`src/rtl/mem_responder_if.sv`:
```
// mem_responder_if: request/response bus between the CPU memory port and the responder
interface mem_responder_if #(parameter int ADDR_WIDTH = 32);
  logic req;
  logic we;
  logic [ADDR_WIDTH-1:0] addr;
  logic [31:0] wdata;
  logic [31:0] rdata;
  logic ready;
  logic err;
  logic busy;
  modport master(output req, we, addr, wdata, input rdata, ready, err, busy);
  modport slave(input req, we, addr, wdata, output rdata, ready, err, busy);
endinterface

```
`src/rtl/mem_responder.sv`:
```
// mem_responder: word memory with configurable wait states, one-cycle ready pulse and address error flag
module mem_responder #(
  parameter int ADDR_WIDTH  = 32,
  parameter int DEPTH_WORDS = 64,
  parameter int WAIT_CYCLES = 2
) (
  input logic clk,
  input logic reset,
  mem_responder_if.slave bus
);
  localparam int CW = (WAIT_CYCLES > 0 && $clog2(WAIT_CYCLES + 1) > 1) ? $clog2(WAIT_CYCLES + 1) : 1;
  localparam int LOAD = WAIT_CYCLES > 0 ? WAIT_CYCLES - 1 : 0;
  localparam int IW = ADDR_WIDTH - 2;
  localparam int MW = $clog2(DEPTH_WORDS);
  localparam logic [IW:0] DEPTH_L = (IW + 1)'(DEPTH_WORDS);
  typedef enum logic [1:0] {S_IDLE, S_WAIT, S_RESP} state_t;
  state_t state, next;
  logic [CW-1:0] cnt;
  logic we_l;
  logic [ADDR_WIDTH-1:0] addr_l;
  logic [31:0] wdata_l;
  logic [31:0] rdata_q;
  logic err_q;
  logic [31:0] mem [DEPTH_WORDS];
  logic acc_we;
  logic [ADDR_WIDTH-1:0] acc_addr;
  logic [31:0] acc_wdata;
  logic [IW-1:0] idx;
  logic bad;
  logic commit;
  logic accept;
  // With zero wait states the commit edge is the accept edge, so the live inputs are used there
  always_comb begin
    accept = state == S_IDLE && bus.req;
    next = state == S_IDLE ? (bus.req ? (WAIT_CYCLES > 0 ? S_WAIT : S_RESP) : S_IDLE) :
           state == S_WAIT ? (cnt == '0 ? S_RESP : S_WAIT) : S_IDLE;
    commit = next == S_RESP && state != S_RESP;
    acc_we = state == S_IDLE ? bus.we : we_l;
    acc_addr = state == S_IDLE ? bus.addr : addr_l;
    acc_wdata = state == S_IDLE ? bus.wdata : wdata_l;
    idx = acc_addr[ADDR_WIDTH-1:2];
    bad = (acc_addr[1:0] != 2'b00) || ({1'b0, idx} >= DEPTH_L);
  end
  always_ff @(posedge clk) begin
    if (reset) begin
      state <= S_IDLE;
      cnt <= '0;
      we_l <= 1'b0;
      addr_l <= '0;
      wdata_l <= '0;
      rdata_q <= '0;
      err_q <= 1'b0;
    end else begin
      state <= next;
      if (accept) begin
        we_l <= bus.we;
        addr_l <= bus.addr;
        wdata_l <= bus.wdata;
        cnt <= CW'(LOAD);
      end else if (state == S_WAIT && cnt != '0) begin
        cnt <= cnt - 1'b1;
      end
      if (commit) begin
        err_q <= bad;
        rdata_q <= bad ? 32'h0 : (acc_we ? rdata_q : mem[idx[MW-1:0]]);
      end
    end
  end
  always_ff @(posedge clk)
    if (!reset && commit && acc_we && !bad) mem[idx[MW-1:0]] <= acc_wdata;
  assign bus.rdata = rdata_q;
  assign bus.err = err_q;
  assign bus.ready = state == S_RESP;
  assign bus.busy = state != S_IDLE;
endmodule

```
`src/flat_wrapper.sv`:
```
// flat-port wrapper written by rule: the top's interface ports become plain ports
module mem_responder_flat 
#(
  parameter int ADDR_WIDTH  = 32,
  parameter int DEPTH_WORDS = 64,
  parameter int WAIT_CYCLES = 2
)
  (clk, reset, bus_req, bus_we, bus_addr, bus_wdata, bus_rdata, bus_ready, bus_err, bus_busy);
  mem_responder_if #(.ADDR_WIDTH(ADDR_WIDTH)) bus_i ();
  input logic clk;
  input logic reset;
  input wire logic [$bits(bus_i.req)-1:0] bus_req;
  input wire logic [$bits(bus_i.we)-1:0] bus_we;
  input wire logic [$bits(bus_i.addr)-1:0] bus_addr;
  input wire logic [$bits(bus_i.wdata)-1:0] bus_wdata;
  output wire logic [$bits(bus_i.rdata)-1:0] bus_rdata;
  output wire logic [$bits(bus_i.ready)-1:0] bus_ready;
  output wire logic [$bits(bus_i.err)-1:0] bus_err;
  output wire logic [$bits(bus_i.busy)-1:0] bus_busy;
  assign bus_i.req = bus_req;
  assign bus_i.we = bus_we;
  assign bus_i.addr = bus_addr;
  assign bus_i.wdata = bus_wdata;
  assign bus_rdata = bus_i.rdata;
  assign bus_ready = bus_i.ready;
  assign bus_err = bus_i.err;
  assign bus_busy = bus_i.busy;
  mem_responder #(.ADDR_WIDTH(ADDR_WIDTH), .DEPTH_WORDS(DEPTH_WORDS), .WAIT_CYCLES(WAIT_CYCLES)) u_core (.clk(clk), .reset(reset), .bus(bus_i));
endmodule
```
`config.mk`:
```
export PLATFORM = sky130hd
export DESIGN_NAME = mem_responder_flat
export DESIGN_NICKNAME = d
export VERILOG_FILES = /design/src/rtl/mem_responder_if.sv /design/src/rtl/mem_responder.sv /design/src/flat_wrapper.sv
export SDC_FILE = /design/constraint.sdc
export NUM_CORES = 2
export LEC_CHECK = 0
export BUFFER_PORTS_ARGS = -buffer_cell sky130_fd_sc_hd__buf_2
export CAP_MARGIN = 20
export CORE_MARGIN = 10
export CORE_UTILIZATION = 50
export CTS_CLUSTER_DIAMETER = 80
export DETAILED_ROUTE_END_ITERATION = 16
export PLACE_DENSITY_LB_ADDON = 0.05
export RECOVER_POWER = 25
export SYNTH_ARGS = -nofsm -noshare
export SYNTH_HDL_FRONTEND = slang
export SYNTH_SLANG_ARGS = --single-unit
```
`constraint.sdc`:
```
create_clock -name clk -period 9.2 [get_ports clk]
set_input_delay 0.46 -clock clk [delete_from_list [all_inputs] [get_ports clk]]
set_output_delay 0.46 -clock clk [all_outputs]
set_load 0.03 [all_outputs]
```
---- Word-level counts from Yosys, hierarchy flattened ----
Memories as Yosys holds them, arrays and structs flattened.
Cells that the tools add are included.
storage, ports and cells
  bits in registers ....................... 102
  latch bits .............................. 0
  RAM bits ................................ 2048
  bits in read-only memories .............. 0
  bits of input ports ..................... 68
  logic and storage cells ................. 46
  memories ................................ 1
memories
  memory      depth  width  read ports  clocked after memory_dff  write ports  RTL line             source
  u_core.mem  64     32     1           0                         1            mem_responder.sv:24  logic [31:0] mem [DEPTH_WORDS];
operators by class
  add/sub/neg operators ................... 1
  multipliers ............................. 0
  div/mod/pow operators ................... 0
  $lt $le $gt $ge ......................... 1
  eq/ne operators ......................... 5
  shift operators ......................... 0
  muxes and demuxes ....................... 13
  bitwise gates (word level) .............. 0
  reductions and logical operators ........ 17
operator list
  operator                                                                               count
  32-bit two-way mux                                                                     4
  30-bit by 7-bit greater-or-equal comparator with 1-bit output (second input constant)  1
  2-bit nonzero test                                                                     4
  1-bit logical AND                                                                      6
  1-bit two-way mux                                                                      6
  2-bit two-way mux                                                                      3
  2-bit equality test (second input constant)                                            2
  2-bit logical NOT                                                                      2
  2-bit inequality test (second input constant)                                          2
  2-bit by 1-bit equality test with 1-bit output (second input constant)                 1
  1-bit logical NOT                                                                      2
  2-bit AND reduction                                                                    1
  2-bit OR reduction                                                                     1
  2-bit by 1-bit subtractor with 2-bit output (second input constant)                    1
  1-bit logical OR                                                                       1

---- Depth between registers and ports, before layout ----
  depth in word-level cells ............... 11
  gate-level depth with buffers ........... 12

---- Worst setup path after synthesis ----
OpenSTA, ideal clock, no wires.
  path type ............................... reg2reg
  from .................................... register u_core.state[1]
  to ...................................... memory u_core.mem[53][0] (enable)
  setup time .............................. 0.461 ns
  arrival time ............................ 4.224 ns
  path slack .............................. 4.515 ns
  stages on the path, launching flop included .. 10
  period minus slack after synthesis ...... 4.685 ns
  path through ............................ dfxtp_1 -> nor2_4 -> inv_2 -> nand3_1 -> nor3_1 -> nor2_1 -> or4_4 -> buf_2 -> buf_2 -> nor3_1
on the way
  cells in the longest elaborated chain, start to end .. 10
ends and longest elaborated chain
  what                                                                                                    RTL line             source
  start: declaration                                                                                      mem_responder.sv:17  state_t state, next;
  start signal: assignment                                                                                mem_responder.sv:54  state <= next;
  branches (longest 10 deep; another with 30-bit by 7-bit greater-or-equal comparator with 1-bit output)  --
  end: declaration                                                                                        mem_responder.sv:24
Several ways; the timed one is not identified.

---- Worst setup path in the final report ----
  from .................................... register u_core.state[1]
  to ...................................... memory u_core.mem[25][10], data pin
on the way
  cells in the longest elaborated chain, start to end .. 2
ends and longest elaborated chain
  what                            RTL line             source
  2-bit logical NOT               mem_responder.sv:40  acc_wdata = state == S_IDLE ? bus.wdata : wdata_l;
  32-bit two-way mux              mem_responder.sv:40
  named net u_core.acc_wdata[10]  mem_responder.sv:27  logic [31:0] acc_wdata;
The timed path passes the listed nets, and every way through them passes these cells.

==> impl_results.md <==
* Final hold vios at 0
* Clock-pin slew on the worst setup and hold paths at 60 ps
* Max stage delay on crit path at 2670 ps
* Initial antenna violation count at 21
* Setup Crit Path Kind: reg -> reg
* Distinct cells, synth at 69
* Post-DRT Antenna Nets at 0
* Crit path launch type: flop
* Synth top cells by count: 2,048 x edfxtp_1, 1,066 x nand2_1, 412 x o22ai_1
* First-pass GRT wire length at 391,000 µm
* Largest vdd supply drop at 219 µV
* RSZ-0062 raised after global routing: false
* Syn nets at 5,500
* Die width at 423 µm
* PortBufs at 102
* Die Area at 0.179 mm²
* # fillers at 12,800
* Fin crit share at 72.5%
* Top-count cell post-synth: edfxtp_1
* CP max FO at 64
* GRT Resource Usage Total at 30.8%
* CP Cell Sequence: nor2_1 -> clkbuf_1 -> nand2_1 -> nand2_2 -> clkbuf_1
* CP required at 9260 ps
* Starting Density at 50.4%
* Routed wire length at 284,000 µm
* Static Leak at 30.0 nW
* Hold Path Class: in -> reg
* Crit-path most repeated cell: clkbuf_1
* Clk root buf: clkbuf_16
* Mapped Area at 0.0811 mm²
* Clock Tree Buf Depth at 3
* Vert. Die Dim at 423 µm
* Post-DP HPWL at 164,000 µm
* Placer Congestion at 0.897
* Outcome: complete, but fails checks
* Worst Tran Pin Value at 3930 ps
* Post-CTS Setup Inserts at 0
* Pwr dens at 232 mW/mm²
* DRT Pass-1 Iters at 7
* WP data arrival at 6730 ps
* Wire per inst at 35.4 µm
* Top cell type's share of synthesized area at 75.8%
* Nature of the critical path endpoint: flop
* Max-Cap Viols at 29
* Cell count along the critical path at 5
* Rows at 147
* Register area share after synthesis at 78.3%
* Largest cells by area after synthesis: edfxtp_1 76%, nand2_1 4.9%, o22ai_1 3.2%, dfxtp_1 2.5%, mux2i_1 1.7%
* Max-slew violation count at 1,830
* Final instance area at 0.0924 mm²
* Top cell type by total area after synthesis: edfxtp_1
* Min Tclk post-route at 6670 ps
* Setup TNS at 0 ps
* Post-synth EDFFs at 2,048
* Layout Nets at 5,715
* Fmax at 150 MHz
* Flop-to-flop setup slack at 2530 ps
* R2R cell count at 5
* CP delay by family, top: buffers and inverters
* H-Tree Depth at 4
* Vias in the first global route at 48,300
* Clock Sinks at 2,150
* Share of layout cells above drive strength 1 at 11.1%
* CTS tree: done
* Syn Inst Count at 5,431
* Dpl cell area at 0.0853 mm²
* Layout Cells excl Fill at 8,000
* Synth async-reset ratio at 0%
* Placed cell count at 7,521
* #FFs+latches synth at 2,150
* Io pins at 103
* Failing checks: capacitance limit, slew limit
* Sequential cell area at 0.0635 mm²
* Worst skew pair latency at 850 ps
* Slowest CP cell: clkbuf_1
* Clock buffer count from CTS at 214
* Worst hold stages at 3
* Drt drc at 0
* Setup violators final at 0
* Yosys warning count at 0
* Largest net degree at the start of global routing at 148
* Drt first-iter violations at 8,008
* Vias per cell at 6.46
* Multi-input logic area at 0.0165 mm²
* Total number of vias at 51,700
* CP bufs+invs at 2
* Core area at 0.161 mm²
* Synth Area per Inst at 14.9 µm²
* Slew margin rel. at -162%
* Skew final at 30.9 ps
* Synth Flop Type: edfxtp_1
* P&R area growth vs syn at 13.8%
* Gr ovfl total at 0
-- power breakdown --
group          internal (mW)  total (mW)  switching [mW]  leakage (nW)
logic                  0.411        1.97            1.56          7.39
registers               11.0        11.0          0.0168          19.4
clock network           4.78        8.49            3.71          3.27
total                   16.2        21.4            5.28          30.0
-- routing by layer --
| layer | track usage (%) | wire length (µm) | vias to the layer above |
|---|---|---|---|
| met1 | 42.2 | 111000 | 26600 |
| met4 | 13.0 | 13900 | 16 |
| met5 | 0 | 103 | - |
| met2 | 47.9 | 130000 | 2984 |
| met3 | 6.45 | 28800 | 538 |
| li1 | - | - | 21500 |
-- sequential cells by signal, indices dropped and copies added, names as in the netlist --
register	count
u_core.addr_l	32
u_core.bus.err	1
u_core.bus.rdata	32
u_core.cnt	2
u_core.mem	2048
u_core.state	2
u_core.wdata_l	32
u_core.we_l	1
-- area by class of cell --
cell class              count  area share [%]
inverters                   6          0.0244
multi-input cells        2922            17.8
repair buffers            352            3.19
clock buffers             293            6.23
flip-flops and latches   2150            68.8
well taps                2160            2.93
diodes                      9          0.0244
clock inverters           108            1.01
-- stage by stage --
step | worst slack, ps | hold slack (ps) | util, % | total power, mW
2_1_floorplan | 4520 | 436 | - | 12.1
3_3_place_gp | 4050 | 442 | 52.6 | 13.0
3_5_place_dp | 4330 | 447 | 53.0 | 13.1
4_1_cts | 4300 | 236 | 57.5 | 21.4
5_1_grt | 2200 | 319 | 57.4 | 21.9
6_report | 2530 | 299 | 57.4 | 21.4
-- kinds of logic after synthesis --
| group | synth area share (%) |
|---|---|
| flops | 78.3 |
| simple gates | 9.44 |
| compound gates | 8.38 |
| buf+inv | 2.15 |
| mux | 1.69 |
| xor+xnor | 0.0108 |
| fa+ha+maj | 0.0154 |
-- timing repair --
action                     in CTS  in global routing
hold buffers                   65                  0
hold endpoints to repair       65                  0
setup endpoints to repair       0                  0
gates resized for setup         0                  0
-- cell usage in the layout, fill, tap and decap left out, types with 15 or more instances in the layout --
cell,netlist,layout
buf_4,32,138
buf_2,152,72
a21oi_1,194,192
nor2_4,1,36
nor3_2,0,28
clkinv_2,0,31
and3_1,44,44
dfxtp_1,102,102
a32oi_1,112,112
a31oi_1,102,102
nand3_1,246,246
a32o_1,43,43
clkinv_1,0,52
mux2i_1,136,134
bufinv_16,0,15
clkbuf_16,0,217
or4_1,18,18
edfxtp_1,2048,2048
nor3_1,79,51
o22ai_1,412,412
a211oi_1,32,32
nand2_1,1066,1052
nor4_1,83,79
nor2_1,195,158
dlygate4sd3_1,0,65
buf_12,0,32
clkbuf_1,116,111
-- final timing paths --
kind                                    from                         endpoint
max               u_core.state[1]$_SDFF_PP0_     u_core.mem[25][10]$_DFFE_PP_
min                                    reset      u_core.bus.err$_SDFFE_PP0P_
max reg2reg       u_core.state[1]$_SDFF_PP0_     u_core.mem[25][10]$_DFFE_PP_
min reg2reg  u_core.wdata_l[18]$_SDFFE_PP0P_  u_core.wdata_l[18]$_SDFFE_PP0P_
-- worst reg2reg max path, cell delays in order, from the launching register on --
cell      delay [ps]
dfxtp_1          490
nor2_1           220
clkbuf_1        2000
nand2_1          220
nand2_2          120
clkbuf_1        2670
Power figures use the tool's default switching activity.
